===== config.mk =====
export PLATFORM = sky130hd
export DESIGN_NAME = dmem_resp_flat
export DESIGN_NICKNAME = d
export VERILOG_FILES = /design/src/rtl/dmem_resp_if.sv /design/src/rtl/dmem_resp.sv /design/src/flat_wrapper.sv
export SDC_FILE = /design/constraint.sdc
export NUM_CORES = 2
export LEC_CHECK = 0
export CAP_MARGIN = 20
export CORE_MARGIN = 10
export CORE_UTILIZATION = 55
export CTS_BUF_LIST = sky130_fd_sc_hd__clkbuf_2 sky130_fd_sc_hd__clkbuf_4 sky130_fd_sc_hd__clkbuf_8
export DETAILED_ROUTE_END_ITERATION = 7
export HOLD_SLACK_MARGIN = 0.02
export MAX_ROUTING_LAYER = met4
export PLACE_DENSITY = 0.71
export RECOVER_POWER = 100
export SLEW_MARGIN = 20
export SYNTH_ARGS = -nofsm -noshare
export SYNTH_HDL_FRONTEND = slang
export SYNTH_SLANG_ARGS = --single-unit

===== constraint.sdc =====
create_clock -name clk -period 10 [get_ports clk]
set_input_delay 1.5 -clock clk [delete_from_list [all_inputs] [get_ports clk]]
set_output_delay 1.5 -clock clk [all_outputs]
set_load 0.05 [all_outputs]

===== src/rtl/dmem_resp_if.sv =====
// Request/response bundle between the pipeline (master) and dmem_resp (slave).
// The misalign flag only exists when DMEM_MISALIGN_TRAP_EN is defined.
interface dmem_resp_if;
  logic        req;
  logic        we;
  logic        half;
  logic        b;
  logic        bunsigned;
  logic [31:0] addr;
  logic [31:0] wdata;
  logic [31:0] rdata;
  logic        stall;
  logic        done;
`ifdef DMEM_MISALIGN_TRAP_EN
  logic        misalign;

  modport master (
    output req, we, half, b, bunsigned, addr, wdata,
    input  rdata, stall, done, misalign
  );

  modport slave (
    input  req, we, half, b, bunsigned, addr, wdata,
    output rdata, stall, done, misalign
  );
`else
  modport master (
    output req, we, half, b, bunsigned, addr, wdata,
    input  rdata, stall, done
  );

  modport slave (
    input  req, we, half, b, bunsigned, addr, wdata,
    output rdata, stall, done
  );
`endif
endinterface


===== src/rtl/dmem_resp.sv =====
// Multi-cycle data memory with byte/halfword/word access and read-modify-write stores.
// Optional misaligned-access trap is enabled by defining DMEM_MISALIGN_TRAP_EN.
module dmem_resp #(
  parameter int DEPTH = 64
) (
  input  logic  clk,
  input  logic  reset,
  dmem_resp_if.slave bus
);

  localparam int AW = $clog2(DEPTH);

  typedef enum logic [2:0] {
    IDLE,
    READ,
    MERGE,
    WRITE,
    DONE
  } state_t;

  state_t      r_state;
  state_t      w_nextState;
  logic [31:0] r_mem [DEPTH];
  logic [31:0] r_fetch;
  logic [31:0] r_merge;
  logic [31:0] r_rdata;
  logic [AW-1:0] w_index;
  logic [31:0] w_memWord;
  logic [7:0]  w_laneByte;
  logic [15:0] w_laneHalf;
  logic [31:0] w_loadData;
  logic [31:0] w_mergeData;
  logic        w_isByte;
  logic        w_isHalf;
  logic        w_isWord;
  logic        w_misaligned;
  logic        w_unused;

  // Byte wins when both size bits are set; word when neither is.
  assign w_isByte   = bus.b;
  assign w_isHalf   = bus.half & ~bus.b;
  assign w_isWord   = ~bus.half & ~bus.b;
  assign w_index    = bus.addr[AW+1:2];
  assign w_memWord  = r_mem[w_index];
  assign w_laneByte = w_memWord[{bus.addr[1:0], 3'b000} +: 8];
  assign w_laneHalf = w_memWord[{bus.addr[1], 4'b0000} +: 16];
  assign w_unused   = ^{bus.addr[31:AW+2]};

`ifdef DMEM_MISALIGN_TRAP_EN
  assign w_misaligned = (w_isHalf & bus.addr[0]) | (w_isWord & (|bus.addr[1:0]));
`else
  assign w_misaligned = 1'b0;
`endif

  always_comb begin
    w_loadData = w_memWord;
    if (w_isByte) begin
      w_loadData = {{24{~bus.bunsigned & w_laneByte[7]}}, w_laneByte};
    end else if (w_isHalf) begin
      w_loadData = {{16{~bus.bunsigned & w_laneHalf[15]}}, w_laneHalf};
    end
  end

  always_comb begin
    w_mergeData = r_fetch;
    if (w_isByte) begin
      w_mergeData[{bus.addr[1:0], 3'b000} +: 8] = bus.wdata[7:0];
    end else if (w_isHalf) begin
      w_mergeData[{bus.addr[1], 4'b0000} +: 16] = bus.wdata[15:0];
    end
  end

  // Full-word stores skip the fetch; sub-word stores read-modify-write.
  always_comb begin
    w_nextState = r_state;
    case (r_state)
      IDLE: begin
        if (bus.req) begin
          if (w_misaligned)     w_nextState = DONE;
          else if (!bus.we)     w_nextState = READ;
          else if (w_isWord)    w_nextState = WRITE;
          else                  w_nextState = READ;
        end
      end
      READ:    w_nextState = bus.we ? MERGE : DONE;
      MERGE:   w_nextState = WRITE;
      WRITE:   w_nextState = DONE;
      DONE:    w_nextState = IDLE;
      default: w_nextState = IDLE;
    endcase
  end

  always_ff @(posedge clk) begin
    if (!reset) begin
      r_state <= IDLE;
      r_fetch <= '0;
      r_merge <= '0;
      r_rdata <= '0;
    end else begin
      r_state <= w_nextState;
      if (r_state == READ) begin
        r_fetch <= w_memWord;
        if (!bus.we) r_rdata <= w_loadData;
      end
      if (r_state == MERGE) r_merge <= w_mergeData;
    end
  end

  // Storage is never cleared; a reset edge also suppresses a write in flight.
  always_ff @(posedge clk) begin
    if (reset && (r_state == WRITE)) begin
      r_mem[w_index] <= w_isWord ? bus.wdata : r_merge;
    end
  end

`ifdef DMEM_MISALIGN_TRAP_EN
  logic r_misalign;

  always_ff @(posedge clk) begin
    if (!reset) begin
      r_misalign <= 1'b0;
    end else begin
      r_misalign <= (r_state == IDLE) && bus.req && w_misaligned;
    end
  end

  assign bus.misalign = r_misalign;
`endif

  assign bus.rdata = r_rdata;
  assign bus.done  = (r_state == DONE);
  assign bus.stall = ((r_state == IDLE) && bus.req) ||
                     (r_state == READ) || (r_state == MERGE) || (r_state == WRITE);

endmodule

===== src/flat_wrapper.sv =====
// flat-port wrapper written by rule: the top's interface ports become plain ports
module dmem_resp_flat 
#(
  parameter int DEPTH = 64
)
  (clk, reset, bus_req, bus_we, bus_half, bus_b, bus_bunsigned, bus_addr, bus_wdata, bus_rdata, bus_stall, bus_done);
  dmem_resp_if bus_i ();
  input  logic clk;
  input  logic reset;
  input wire logic [$bits(bus_i.req)-1:0] bus_req;
  input wire logic [$bits(bus_i.we)-1:0] bus_we;
  input wire logic [$bits(bus_i.half)-1:0] bus_half;
  input wire logic [$bits(bus_i.b)-1:0] bus_b;
  input wire logic [$bits(bus_i.bunsigned)-1:0] bus_bunsigned;
  input wire logic [$bits(bus_i.addr)-1:0] bus_addr;
  input wire logic [$bits(bus_i.wdata)-1:0] bus_wdata;
  output wire logic [$bits(bus_i.rdata)-1:0] bus_rdata;
  output wire logic [$bits(bus_i.stall)-1:0] bus_stall;
  output wire logic [$bits(bus_i.done)-1:0] bus_done;
  assign bus_i.req = bus_req;
  assign bus_i.we = bus_we;
  assign bus_i.half = bus_half;
  assign bus_i.b = bus_b;
  assign bus_i.bunsigned = bus_bunsigned;
  assign bus_i.addr = bus_addr;
  assign bus_i.wdata = bus_wdata;
  assign bus_rdata = bus_i.rdata;
  assign bus_stall = bus_i.stall;
  assign bus_done = bus_i.done;
  dmem_resp #(.DEPTH(DEPTH)) u_core (.clk(clk), .reset(reset), .bus(bus_i));
endmodule

======== After elaboration in Yosys (flattened, before gate mapping) ========
Memories as Yosys holds them, arrays and structs flattened.
Index checks and enable logic that the tools add are counted.
word-level totals
  bits in registers ....................... 99
  bits in writable memories ............... 2,048
  output and inout bits ................... 34
  logic and storage cells ................. 47
  memories ................................ 1
operators by class
  add/sub/neg operators ................... 2
  equality and inequality tests ........... 5
  shifts and indexed selects .............. 6
  multiplexer cells ....................... 14
  bitwise operators ....................... 8
  reductions and logical operators ........ 7
memory list
  name          words  bits a word  rd ports  clocked after memory_dff  write ports  line             RTL
  u_core.r_mem  64     32           1         0                         1            dmem_resp.sv:23  logic [31:0] r_mem [DEPTH];
operators by type and width
  operator                 count
  $mux 32                  5
  $bwmux 32                2
  $shift 16x7->32 const A  1
  $shift 8x7->32 const A   1
  $shiftx 16x7->32         1
  $shiftx 32x6->16         1
  $shiftx 32x6->8          1
  $shiftx 8x7->32          1
  $neg 5->7                2
  $pmux 3 s4               1
  $mux 3                   3
  $eq 3x2->1 const B       2
  $and 1x1->1              4
  $not 1->1                4
  $eq 3x1->1 const B       1
  $eq 3x3->1 const B       1
  $logic_not 3->1          1
  $logic_or 1x1->1         3
  $logic_and 1x1->1        2
  $mux 1                   2
  $mux 2                   1
  $ne 2x2->1 const B       1
  $reduce_and 2->1         1

======== Longest topological paths before layout ========
  depth in word-level cells ............... 6
  gate-level depth with buffers ........... 15
  depth with buffers taken out ............ 8

======== Least setup slack after synthesis ========
No wires, ideal clock.
  path type ............................... in2reg
  from .................................... input bus_addr[2]
  to ...................................... memory u_core.r_mem[46][0], enable pin
  data arrival time ....................... 4,377 ps
  data required time ...................... 9,579 ps
  setup slack ............................. 5,202 ps
  stages .................................. 8
  path through ............................ buf_4 inv_1 clkbuf_1 buf_2 buf_2 buf_1 nand2_1 nor2_1
RTL lines
  element          line                RTL
  start, declared  flat_wrapper.sv:15  input wire logic [$bits(bus_i.addr)-1:0] bus_addr;
  end, declared    dmem_resp.sv:23
No word-level cell before the write port.

======== Worst setup path in the final report ========
  from .................................... input bus_addr[4]
  to ...................................... register u_core.r_rdata[28] (netlist: u_core.bus.rdata[28])
on the way
  word-level cells in the longest chain between the ends .. 5
RTL lines
  element               line              RTL
  $mem_v2 64x32 *       n/a
  $shiftx 32x6->16      dmem_resp.sv:46   assign w_laneHalf = w_memWord[{bus.addr[1], 4'b0000} +: 16];
  $and 1x1->1           dmem_resp.sv:60   w_loadData = {{16{~bus.bunsigned & w_laneHalf[15]}}, w_laneHalf};
  $mux 32               dmem_resp.sv:59   end else if (w_isHalf) begin
  $mux 32 *             dmem_resp.sv:57   if (w_isByte) begin
  end signal, assigned  dmem_resp.sv:103  if (!bus.we) r_rdata <= w_loadData;
  end, declared         dmem_resp.sv:26   logic [31:0] r_rdata;
Mark *: on every way between the ends. The rest lies on a longest branch, timed or not.
A chain may end at the register's enable or synchronous reset.

==> metrics <==
status=finished, violations left; failing checks=DRC, capacitance limit, slew limit; #FFs+latches synth=2147; fill count=about 11000; EDFF count, synth=between 2000 and 2500; CTS tree=yes; final WL=about 270 mm; crit-path cells=buf_8, clkbuf_1, clkbuf_1, nand2_1, clkbuf_1, o22ai_1, a211o_1, a2111oi_0, clkbuf_1, nand2_1, nand4b_1, a41oi_1; hold endpoint=u_core.r_merge[7]; endpoints failing hold=0; fin area=about 93000 um2; fin worst setup slack=roughly 2.2 ns; CP dominant cell by count=clkbuf_1; Hold Path Depth=2; FFs w/ async S/R, synth=0%; max_slew headroom=-178%; number of max-cap violations=about 100; Syn. warnings=0; vias in the first global route=48300; Sum Neg Setup Slack=0 ns; DRC violations left=43; first-pass GRT wire length=around 380 mm; Worst EP arrival=~8.8 ns; die width=slightly above 400 um; top cell type by total area after synthesis=edfxtp_1; CTS Hold Bufs=0; Final Util=about 62%; Peak VDD IR=161 uV; final setup skew=between 0.07 and 0.08 ns; vias per cell=7.03; Placed Cells=around 6700; worst slew pin tran=~4.2 ns; antenna violations before repair=21; crit end category=flop; Cells after Synth=4735; fin cells=7304; syn avg cell area=~18 um2; Final setup viols=0; Startpoint Class=input port; # port buffers=80; Post-Syn Area=83400 um2; Post-Synthesis Net Count=a little under 5000; Fmax=about 0.13 GHz; Iter 0 DRT Violations=about 9300; postcts setup bufs=0; largest cells by area after synthesis=edfxtp_1 74%, mux2i_1 3.0%, mux4_2 2.5%; # rows=about 140; GRT Overall Usage=between 30% and 40%; prevailing post-synth register cell=edfxtp_1; H-Tree Depth=5; placed cell area=between 80000 and 90000 um2; clock sinks=about 2100; Tmin final=around 8 ns; worst-case reg-to-reg path depth=5; CTS max path bufs=4; Post-DRT Antenna Nets=0; unrepaired setup endpoints after global routing=no; die height=roughly 410 um; Setup Slack @ Placement=approximately 3.7 ns; clk_lat worst skew=1.06 ns; CP max-delay cell=clkbuf_1; CP max stage delay=slightly below 2 ns; power density cells=between 150 and 200 nW/um2; Initial DRT Pass Iterations=8; CTS Root Cell=clkbuf_8; Crit Path Class=in2reg; final net count=slightly above 5000; max-slew violations=slightly below 4000; area of the multi-input gates=~19000 um2; Worst R2R End=u_core.r_mem[24][2]; Yosys top cell area share=roughly 74%; crit path max fanout=64; total gr overflow=0; TritonCTS Buffers=345; area growth from synthesis to layout=11.5%; routed length per instance=around 37 um; Seq/Total Area, Yosys=around three quarters; FF-to-FF setup slack=5.03 ns; routability cong.=~0.98; DR vias=a little over 50000; PostCTS Resize Cnt=0; core footprint=150000 um2; share of cells above drive strength 1=about 17%; Buffers & Inverters on Critical Path=5; FF-to-FF Start=u_core.r_state[0]; period utilization=approximately 80%; Leak Pwr=roughly 30 nW; hold path start=u_core.r_merge[7]; Clock transition at path regs=around 0.060 ns; hpwl dp=~150 mm; CP top delay family=buffers and inverters; Storage cell area=between 60000 and 70000 um2; IO Count=105; Netlist cell types=86; initial core utilization=55.5%; largest net degree at the start of global routing=96; Worst EP required=approximately 11 ns; die area=between 150000 and 200000 um2; hold crit path type=reg2reg
-- how the worst max path moves through the flow --
stage / cells after the start / to / from
finish: 12 / u_core.bus.rdata[28] / bus_addr[4]
floorplan: 8 / u_core.r_mem[46][0] / bus_addr[2]
detailed placement: 12 / u_core.bus.rdata[28] / bus_addr[4]
global route: 5 / u_core.r_mem[31][11] / bus_b
CTS: 12 / u_core.bus.rdata[28] / bus_addr[4]
global placement: 12 / u_core.bus.rdata[22] / bus_addr[4]
-- cells in the mapped netlist, types with 91 or more instances --
cell type  number
a21oi_1       119
nor2_1        186
mux2_2        110
dfxtp_1        99
a221oi_1      162
clkbuf_1      108
mux4_2         91
mux2i_1       246
a22oi_1       244
edfxtp_1     2048
buf_2         119
nand2_1       188
-- worst register-to-register path, cell delays in order, from the launching register on --
cell and delay [ns]:
dfxtp_1 0.42, nor2b_1 0.29, and3_1 0.82, nand2_1 0.61
nor2_4 0.19, clkbuf_1 2.10
-- kinds of logic (layout without fill, tap and decap cells) --
| family | after synthesis | after routing | share of synthesized area (%) |
|---|---|---|---|
| other | 0 | 27 | 0 |
| adders and majority gates | 5 | 5 | 0.0750 |
| DFF | 2147 | 2147 | 76.1 |
| muxes | 507 | 507 | 7.71 |
| AOI/OAI and AO/OA | 1138 | 1138 | 10.3 |
| buffers and inverters | 346 | 872 | 2.28 |
| and+or+nand+nor | 592 | 592 | 3.55 |
-- layout make-up --
type	count	share of cell area, %
Antenna cell	27	0.0726
Clock inverter	122	0.639
Timing Repair Buffer	286	2.33
Clock buffer	454	6.05
Multi-Input combinational cell	2242	19.9
Inverter	10	0.0457
Tap cell	2016	2.71
Sequential cell	2147	68.3
-- power breakdown --
part | leakage [nW] | switching, W | internal [W]
clock | 3.28 | 0.00335 | 0.00370
combinational | 7.33 | 0.000997 | 0.000326
sequential | 19.6 | 0.0000188 | 0.00997
total | 30.2 | 0.00436 | 0.0140
-- routing by layer --
metal	track usage [%]	vias up	part of all wire (%)
met1	41.9	25700	34
li1	-	20200	-
met3	11.7	909	16
met2	45.0	4531	43
met5	-	-	0
met4	18.9	0	7.0
-- sequential cells by signal (all words and copies together), names as in the netlist --
signal and cells:
u_core.r_mem 2048, u_core.bus.rdata 32, u_core.r_fetch 32, u_core.r_merge 32, u_core.r_state 3
-- metrics by stage --
stage / total power (W) / hold slack, ns
after floorplan: 0.0108 / 0.438
after global placement: 0.0114 / 0.466
after detailed placement: 0.0114 / 0.485
after CTS: 0.0183 / 0.495
after global routing: 0.0188 / 0.511
final: 0.0184 / 0.494
-- cells in the final DEF, fill, tap and decap left out, types with 99 or more instances in the layout --
master and count:
nand2_1 188, dfxtp_1 99, mux2i_1 246, buf_4 102
edfxtp_1 2048, mux2_2 99, clkbuf_4 100, a221oi_1 162
a22oi_1 244, clkbuf_8 354, a21oi_1 119, nor2_1 131
(Power assumes the default switching activity.)
